--- config.mk ---
export PLATFORM = sky130hd
export DESIGN_NAME = reg_file_arbiter
export DESIGN_NICKNAME = d
export VERILOG_FILES = /design/src/rtl/reg_file_arbiter.sv
export SDC_FILE = /design/constraint.sdc
export NUM_CORES = 1
export LEC_CHECK = 0
export BUFFER_PORTS_ARGS = -buffer_cell sky130_fd_sc_hd__buf_2
export CAP_MARGIN = 5
export CELL_PAD_IN_SITES_DETAIL_PLACEMENT = 1
export CELL_PAD_IN_SITES_GLOBAL_PLACEMENT = 2
export CORE_UTILIZATION = 27
export DETAILED_ROUTE_END_ITERATION = 16
export PLACE_DENSITY_LB_ADDON = 0.2
export SYNTH_ARGS = -nofsm -noshare
export SYNTH_HDL_FRONTEND = slang
export SYNTH_SLANG_ARGS = --single-unit
--- constraint.sdc ---
create_clock -name clk -period 1.6 [get_ports clk]
set_clock_uncertainty 0.15 [all_clocks]
set_input_delay 0.4 -clock clk [delete_from_list [all_inputs] [get_ports clk]]
set_output_delay 0.4 -clock clk [all_outputs]
set_load 0.005 [all_outputs]
--- src/rtl/reg_file_arbiter.sv ---
// Round-robin arbiter sharing one single-port register file between the UART
// command decoder (port 0) and the processor core (port 1), one transaction at a time.
module reg_file_arbiter #(
    parameter int DATA_WIDTH          = 8,
    parameter int REGISTER_FILE_DEPTH = 16,
    parameter int TIMEOUT_CYCLES      = 15,
    localparam int AW = $clog2(REGISTER_FILE_DEPTH)
) (
    input  logic                  clk,
    input  logic                  reset_n,
    input  logic                  req0,
    input  logic                  req1,
    input  logic                  we0,
    input  logic                  we1,
    input  logic [AW-1:0]         addr0,
    input  logic [AW-1:0]         addr1,
    input  logic [DATA_WIDTH-1:0] wdata0,
    input  logic [DATA_WIDTH-1:0] wdata1,
    output logic                  ack0,
    output logic                  ack1,
    output logic                  err0,
    output logic                  err1,
    output logic [DATA_WIDTH-1:0] rdata0,
    output logic [DATA_WIDTH-1:0] rdata1,
    output logic [AW-1:0]         rf_address,
    output logic                  rf_write_en,
    output logic [DATA_WIDTH-1:0] rf_write_data,
    output logic                  rf_read_en,
    input  logic                  rf_read_data_valid,
    input  logic [DATA_WIDTH-1:0] rf_read_data,
    output logic                  busy,
    output logic                  grant_id
);

    localparam int CW = $clog2(TIMEOUT_CYCLES + 1);
    localparam logic [CW-1:0] CNT_MAX = CW'(TIMEOUT_CYCLES);

    localparam logic [1:0] IDLE    = 2'd0;
    localparam logic [1:0] ISSUE   = 2'd1;
    localparam logic [1:0] WAIT_RD = 2'd2;
    localparam logic [1:0] RESP    = 2'd3;

    logic [1:0]    state;
    logic          last_grant;
    logic          we_latched;
    logic [CW-1:0] cnt;
    logic          pick1;

    // On a tie the port that did not own the previous transaction wins.
    assign pick1 = req1 && (!req0 || !last_grant);

    always_ff @(posedge clk or negedge reset_n) begin
        if (!reset_n) begin
            state         <= IDLE;
            last_grant    <= 1'b1;
            we_latched    <= 1'b0;
            cnt           <= '0;
            ack0          <= 1'b0;
            ack1          <= 1'b0;
            err0          <= 1'b0;
            err1          <= 1'b0;
            rdata0        <= '0;
            rdata1        <= '0;
            rf_address    <= '0;
            rf_write_en   <= 1'b0;
            rf_write_data <= '0;
            rf_read_en    <= 1'b0;
            busy          <= 1'b0;
            grant_id      <= 1'b0;
        end else begin
            ack0        <= 1'b0;
            ack1        <= 1'b0;
            err0        <= 1'b0;
            err1        <= 1'b0;
            rf_write_en <= 1'b0;
            rf_read_en  <= 1'b0;
            case (state)
                IDLE: begin
                    if (req0 || req1) begin
                        grant_id      <= pick1;
                        we_latched    <= pick1 ? we1 : we0;
                        rf_address    <= pick1 ? addr1 : addr0;
                        rf_write_data <= pick1 ? wdata1 : wdata0;
                        // Enables are registered so they are high during the ISSUE cycle.
                        rf_write_en   <= pick1 ? we1 : we0;
                        rf_read_en    <= pick1 ? !we1 : !we0;
                        busy          <= 1'b1;
                        state         <= ISSUE;
                    end
                end
                ISSUE: begin
                    if (we_latched) begin
                        ack0  <= !grant_id;
                        ack1  <= grant_id;
                        state <= RESP;
                    end else begin
                        cnt   <= '0;
                        state <= WAIT_RD;
                    end
                end
                WAIT_RD: begin
                    if (rf_read_data_valid) begin
                        if (grant_id) begin
                            rdata1 <= rf_read_data;
                            ack1   <= 1'b1;
                        end else begin
                            rdata0 <= rf_read_data;
                            ack0   <= 1'b1;
                        end
                        state <= RESP;
                    end else if (cnt == CNT_MAX) begin
                        if (grant_id) begin
                            rdata1 <= '0;
                            ack1   <= 1'b1;
                            err1   <= 1'b1;
                        end else begin
                            rdata0 <= '0;
                            ack0   <= 1'b1;
                            err0   <= 1'b1;
                        end
                        state <= RESP;
                    end else begin
                        cnt <= cnt + CW'(1);
                    end
                end
                RESP: begin
                    last_grant <= grant_id;
                    busy       <= 1'b0;
                    state      <= IDLE;
                end
                default: begin
                    busy  <= 1'b0;
                    state <= IDLE;
                end
            endcase
        end
    end

endmodule

## Word level (Yosys, flattened, before mapping)

Index checks and enable logic that the tools add are counted.

| storage, ports and cells | value |
|---|---|
| bits in registers | 44 |
| bits in latches | 0 |
| memory bits (writable) | 0 |
| bits in read-only memories | 0 |
| input bits | 39 |
| output and inout port bits | 36 |
| logic and storage cells | 86 |
| memories | 0 |

| cells by class | value |
|---|---|
| $add $sub $neg | 1 |
| $mul | 0 |
| divide/modulo/power cells | 0 |
| order comparisons | 0 |
| equality and inequality tests | 9 |
| shift operators | 0 |
| mux-type cells | 41 |
| bitwise logic cells | 1 |
| reductions and logical operators | 18 |

Operators by type and width:

| operator | count |
|---|---|
| $mux 8 | 9 |
| $mux 1 | 20 |
| $mux 4 | 4 |
| $ne 2x2->1 const B | 4 |
| $pmux 2 s4 | 1 |
| $pmux 4 s2 | 1 |
| $mux 2 | 3 |
| $pmux 1 s2 | 3 |
| $reduce_and 2->1 | 3 |
| $reduce_and 3->1 | 2 |
| $reduce_bool 2->1 | 3 |
| $logic_not 1->1 | 5 |
| $add 4x1->4 const B | 1 |
| $eq 2x2->1 const B | 2 |
| $eq 4x4->1 const B | 1 |
| $reduce_and 4->1 | 1 |
| $ne 3x3->1 const B | 1 |
| $eq 2x1->1 const B | 1 |
| $logic_not 2->1 | 1 |
| $logic_or 1x1->1 | 2 |
| $logic_and 1x1->1 | 1 |
| $not 1->1 | 1 |

## Depth between registers and ports, before layout

Gate-level depths: netlist of run 1.

| depth | value |
|---|---|
| depth after elaboration | 6 |
| gate-level depth with buffers | 7 |
| depth with buffers taken out | 5 |

## Least setup slack after synthesis of run 1

No wires, ideal clock.

| timing path | value |
|---|---|
| kind | register to register |
| start point | reg state[0] |
| end point | reg cnt[2] |
| setup time | 0.123 ns |
| arrival | 1.414 ns |
| data required time | 1.327 ns |
| slack | -0.087 ns |
| cell stages (with the launch flop) | 7 |
| buffers on the path | 1 |
| period minus slack after synthesis | 1.687 ns |
| cells stage by stage | dfrtp_1 inv_1 ha_1 buf_2 a22oi_4 a21boi_0 o221a_2 |

| between the ends | value |
|---|---|
| word-level cells in the longest chain between the ends | 3 |
| elaborated cells between the ends (all ways) | 8 |
| those cells by class | 5 x eq/ne; 1 x mux; 2 x reduce/logical |

RTL lines:

| element | line | RTL |
|---|---|---|
| start: declaration | 43 | `logic [1:0] state;` |
| start signal: assignment | 54 | `state <= IDLE;` |
| start signal: assignment | 88 | `state <= ISSUE;` |
| start signal: assignment | 95 | `state <= RESP;` |
| $eq 2x2->1 or $eq 2x1->1 (tied branches) | 77 | `case (state)` |
| $ne 2x2->1 (no line) or $reduce_bool 2->1 (tied branches) | n/a |  |
| $reduce_and 4->1 (no line) | n/a |  |
| end signal: assignment | 123 | `cnt <= cnt + CW'(1);` |
| end: declaration | 46 | `logic [CW-1:0] cnt;` |

Several ways; a longest one is shown, not always the timed one.
A chain may end at the register's enable or synchronous reset.

## Final worst setup path of run 1

| timing path | value |
|---|---|
| start point | reg state[1] |
| end point | reg state[0] |

| between the ends | value |
|---|---|
| word-level cells in the longest chain between the ends | 3 |
| elaborated cells between the ends (all ways) | 8 |
| those cells by class | 5 x eq/ne; 1 x mux; 2 x reduce/logical |

RTL lines:

| element | line |
|---|---|
| $eq 2x2->1 or $logic_not 2->1 (tied branches) | 77 |
| $ne 3x3->1 (no line) or $ne 2x2->1 (tied branches) | n/a |
| $reduce_and 2->1 (no line) | n/a |

Several ways; a longest one is shown, not always the timed one.

==> flow_summary.toml, run 1 <==
[run_status]
status = "finished, violations left"
violations = "DRC, setup timing"

[timing]
final.period_utilization_pct = 104
worstMarginPinSlew_ns = 0.347
finalCriticalPeriod_ns = 1.66
setup_ws_ns = -0.0592
setup-violations-final = 4
timing.fmax_mhz = 603
slew_viol_final = 0
slew_headroom_pct = 76.8
grt_setup_unrepaired = "yes"
finalHoldViolations = 0

[worst_hold_path]
holdPathStages = 2
min_from = "rf_read_data[1]"
whs_endpoint = "rdata0[1]"
hold_class = "in2reg"

[run]
cap_violations = 0

[synthesis]
synthFlopType = "dfrtp_1"
synth-seq-cells = 44
synth_nets = 215
syn_area_um2 = 2000
ys_seq_area_share_pct = 55.0
synth.most_common_cell = "dfrtp_1"
syn_inst = 170
synth_top_area_share_pct = 53.7
ys_warn_count = 0
synth_area_leaders = "dfrtp_1, mux2i_1, a22o_1"
yosys.area.top_type = "dfrtp_1"
synth.distinct_cells = 36
async_reset_ff_share_pct = 100
syn_area_per_cell_um2 = 11.8
synth_common_cells = "dfrtp_1, nand2_1, a22o_1, mux2i_1, o21ai_0"
synth-edff-count = 0

[floorplanning]
rows = 31
start_util_pct = 27.8
ios = 75
core-area_um2 = 7210
die_w_um = 88.1
die_h_um = 88.1
die_area_um2 = 7770

[layout]
multi_input_area_um2 = 908
layout-drive-gt1-share_pct = 48.7
n_fill_cell = 848
seqCellArea_um2 = 1100
fin_util_pct = 40.9
num_antenna_cells = 0
syn2layout_area_growth_pct = 47.5
nNetsFinal = 323
final_cells = 378

[grt]
grt_max_degree = 45
grt_pass1_vias = 1669
track_usage_pct = 14.0
antenna_found_initial = 0
grt_pass1_wl_um = 8210
gr-total-overflow = 0

[place]
place_hpwl_um = 4030
portBuffers = 74
dp.cells = 364
post-place-ws_ns = -0.138
gp_congestion = 0.778

[clocking]
cts-root-buf = "clkbuf_8"
tritoncts = "done"
clock_latency_ns = 0.30
clkTransAtPathRegs_ns = 0.09
cts-buffers-inserted = 5
cts_max_path_buffers = 2
cts.sinks = 44
htree_levels = 2

[setup_path]
r2r-end = "state[0]"
path_class = "reg2reg"
end_kind = "flip-flop"
critPathArrivalTime_ns = 1.74
r2r_setup_slack_ns = -0.06
crit_required_ns = 1.68
crit_path_max_fanout = 4
startpoint_type = "flip-flop"
reg2reg_depth = 6
reg2reg_from = "state[1]"

[power]
ir_worst_vdd_mv = 0.531
pwr_density_cell_nw_per_um2 = 1750
finalPower_mw = 5.18
p_leak_nw = 1.53

[drt]
wl_per_cell_um = 13.9
drt_iter0_markers = 43
drc = 2
dr.pass1.iters = 10
num_vias = 1696
vias_per_cell = 4.49
drtAntennaViolNets = 0
totalWireLength_um = 5240
==> critical path, stage by stage (launching register included) <==
cell	delay, ns
dfrtp_1	0.43
inv_1	0.13
ha_4	0.19
nor3b_2	0.15
buf_4	0.15
a211oi_2	0.21
a2bb2oi_1	0.18
==> power by group <==
group | switching, mW | total (mW) | internal, mW
sequential | 0.271 | 1.85 | 1.58
combinational | 1.10 | 2.45 | 1.35
clock | 0.403 | 0.873 | 0.470
==> cell usage in the layout (no fill, tap or decap), types with 3 or more instances in the layout <==
cell / count
buf_2: 74
dfrtp_1: 42
buf_4: 26
nand2_1: 16
mux2i_1: 14
a22o_1: 14
o21ai_0: 12
and3_1: 5
nor2_1: 5
clkbuf_8: 5
buf_6: 5
a32o_1: 4
nand3_1: 4
o21ai_2: 3
o21ai_1: 3
ha_1: 3
buf_12: 3
==> layer usage <==
| layer | global-route usage [%] | share of wire (%) | vias up |
|---|---|---|---|
| li1 | - | - | 846 |
| met1 | 18.4 | 47 | 804 |
| met2 | 22.6 | 48 | 40 |
| met3 | 3.30 | 4.5 | 6 |
| met4 | 4.40 | 1.3 | 0 |
| met5 | 0 | 0 | - |
==> registers in the layout, indices dropped and copies added (netlist names) <==
| register | count |
|---|---|
| ack0 | 1 |
| ack1 | 1 |
| busy | 1 |
| cnt | 4 |
| err0 | 1 |
| err1 | 1 |
| grant_id | 1 |
| last_grant | 1 |
| rdata0 | 8 |
| rdata1 | 8 |
| rf_address | 4 |
| rf_read_en | 1 |
| rf_write_data | 8 |
| rf_write_en | 1 |
| state | 2 |
| we_latched | 1 |
==> worst max-delay path by stage <==
stage / slack (ns) / depth (start not counted) / startpoint / endpoint
finish: -0.06 / 6 / state[1] / state[0]
detailed placement: -0.14 / 6 / state[0] / cnt[3]
global route: -0.10 / 6 / state[1] / cnt[2]
CTS: -0.04 / 5 / state[1] / cnt[2]
global placement: -0.07 / 6 / state[0] / cnt[2]
floorplan: -0.04 / 6 / state[0] / cnt[2]
==> cell type report <==
type	instances	area share, %
repair buffers	109	23.4
inverters	3	0.381
clock inverters	3	1.57
flip-flops and latches	44	37.4
multi-input cells	115	30.7
clock buffers	5	2.33
well taps	99	4.19
==> logic make-up after synthesis <==
group	count (synthesis)	synth area share, %
AND/OR/NAND/NOR	44	11.1
adder cells (fa/ha/maj)	6	3.75
AO/OA/AOI/OAI	50	19.5
flip-flops	44	55.0
buffers and inverters	11	3.12
multiplexers	15	7.56
==> what timing repair did <==
action,4_1_cts,5_1_grt
setup buffers,4,1
setup endpoints to repair,18,32
endpoints found under the hold margin,43,0
hold buffers,1,0
pin swaps,6,4
gates resized for setup,12,11
==> per-stage QoR <==
step,cell area (um2),TNS (ns),hold slack (ns)
CTS,2910,-0.0916,0.186
finish,2950,-0.131,0.190
global placement,2700,-0.230,0.249
floorplan,2010,-0.0405,-0.0456
global route,2950,-0.476,0.182
detailed placement,2700,-0.531,0.246
Power figures use the tool's default switching activity.
==> inputs of run 2 (changes only) <==
- clock period: 1.6 -> 1.4 ns (I/O delays scaled with it)
==> flow_summary.toml, run 2 (synthesis results as in run 1) <==
[layout]
nNetsFinal = 338
fin_util_pct = 43.9
design_area_um2 = 3170
top_regs = "rdata0 (8), rdata1 (8), rf_write_data (8)"
syn2layout_area_growth_pct = 58.2
final_common_cell = "buf_2"
layout-drive-gt1-share_pct = 57.1
num_antenna_cells = 0
final_cell_mix = "buf_2, dfrtp_1, buf_4"

[drt]
drt_iter0_markers = 31
drc = 0
vias_per_cell = 4.71
drtAntennaViolNets = 0
dr.pass1.iters = 4
totalWireLength_um = 5920
wl_per_cell_um = 15.1
num_vias = 1851

[clocking]
clock_latency_ns = 0.29
htree_levels = 2
cts_max_path_buffers = 2
tritoncts = "done"
cts.sinks = 44
cts-buffers-inserted = 5
clkTransAtPathRegs_ns = 0.09
cts-root-buf = "clkbuf_8"

[setup_path]
crit_slowest_cell = "dfrtp_1"
crit_path_max_incr_delay_ns = 0.41
end_kind = "flip-flop"
cp_cell_sequence = "inv_2 -> ha_4 -> buf_6 -> nor2b_4 -> o21ai_4 -> a32o_1"
path_class = "reg2reg"
crit_path_max_fanout = 8
crit_required_ns = 1.44
startpoint_type = "flip-flop"
cpLargestDelayFamily = "flip-flops"
critPathArrivalTime_ns = 1.63
crit_buf_inv = 2

[power]
p_clk_share_pct = 15.2
p_sw_mw = 2.25
comb_power_share_pct = 51.4
p_sw_share_pct = 35.0
ir_worst_vdd_mv = 0.656
finalPower_mw = 6.42
p_int_mw = 4.17
pwr_density_cell_nw_per_um2 = 2030
p_leak_nw = 1.61
power_frac_seq_pct = 33.3

[grt]
grt_pass1_vias = 1812
grt_pass1_wl_um = 9100
grt_max_degree = 45
antenna_found_initial = 0
gr-total-overflow = 0
track_usage_pct = 15.4

[run_status]
status = "finished, violations left"
violations = "setup timing"

[floorplanning]
die_area_um2 = 7770
die_h_um = 88.1
start_util_pct = 27.8
die_w_um = 88.1
core-area_um2 = 7210
rows = 31
ios = 75

[timing]
finalHoldViolations = 0
finalCriticalPeriod_ns = 1.59
setup_ws_ns = -0.192
setup-violations-final = 43
timing.fmax_mhz = 628
holdWs_ns = 0.149
grt_setup_unrepaired = "yes"
final.period_utilization_pct = 114
slew_headroom_pct = 82.8
worstMarginPinSlew_ns = 0.251
slew_viol_final = 0

[place]
place_hpwl_um = 4200
place_area_um2 = 2790
portBuffers = 74
gp_congestion = 0.779

[worst_hold_path]
hold_class = "in2reg"

[run]
cap_violations = 0
==> run 2: cell type report <==
class | instances | area [um2]
multi-input combinational | 115 | 1010
fill | 829 | 4050
inverter | 3 | 13.8
sequential | 44 | 1100
timing repair buffer | 124 | 810
clock inverter | 1 | 30.0
tap | 99 | 124
clock buffer | 7 | 76.3
==> run 2: path summary, 6_finish.rpt <==
path	startpoint	cells past startpoint	end	slack, ns
max in group asynchronous	reset_n	3	last_grant	0.41
worst min-delay path	rf_read_data[2]	2	rdata0[2]	0.15
min in group asynchronous	reset_n	3	rdata1[7]	0.42
worst min register to register	rf_write_data[3]	2	rf_write_data[3]	0.33
worst max register to register	state[0]	6	rdata0[7]	-0.19
worst max-delay path	state[0]	6	rdata0[7]	-0.19
==> run 2: repair_timing <==
item | in CTS | in global routing
hold buffers | 1 | 0
resized for setup | 22 | 33
setup buffers | 4 | 8
pin swaps | 5 | 7
cloned | 1 | 1
setup endpoints to repair | 44 | 44
endpoints found under the hold margin | 43 | 0
==> run 2: stage by stage <==
stage / setup WS (ns) / TNS (ns) / instances
finish: -0.192 / -5.95 / 393
global route: -0.239 / -8.27 / 393
CTS: -0.196 / -4.67 / 386
detailed placement: -0.258 / -6.38 / 372
global placement: -0.188 / -4.59 / 372
floorplan: -0.161 / -1.79 / 170
==> run 2: metal layers <==
metal  vias up  part of all wire (%)  global-route usage, %
li1        873                     -                      -
met1       925                    46                   20.6
met2        51                    50                   25.4
met3         2                   4.0                   2.83
met4         0                  0.37                   4.40
met5         -                     0                      0
==> run 2: power groups by stage <==
stage | logic, mW | clock network, mW | registers (mW)
floorplan | 1.31 | 0 | 2.17
global placement | 2.57 | 0 | 2.14
detailed placement | 2.63 | 0 | 2.16
CTS | 2.94 | 1.01 | 2.13
global route | 3.62 | 1.06 | 2.21
finish | 3.30 | 0.979 | 2.14
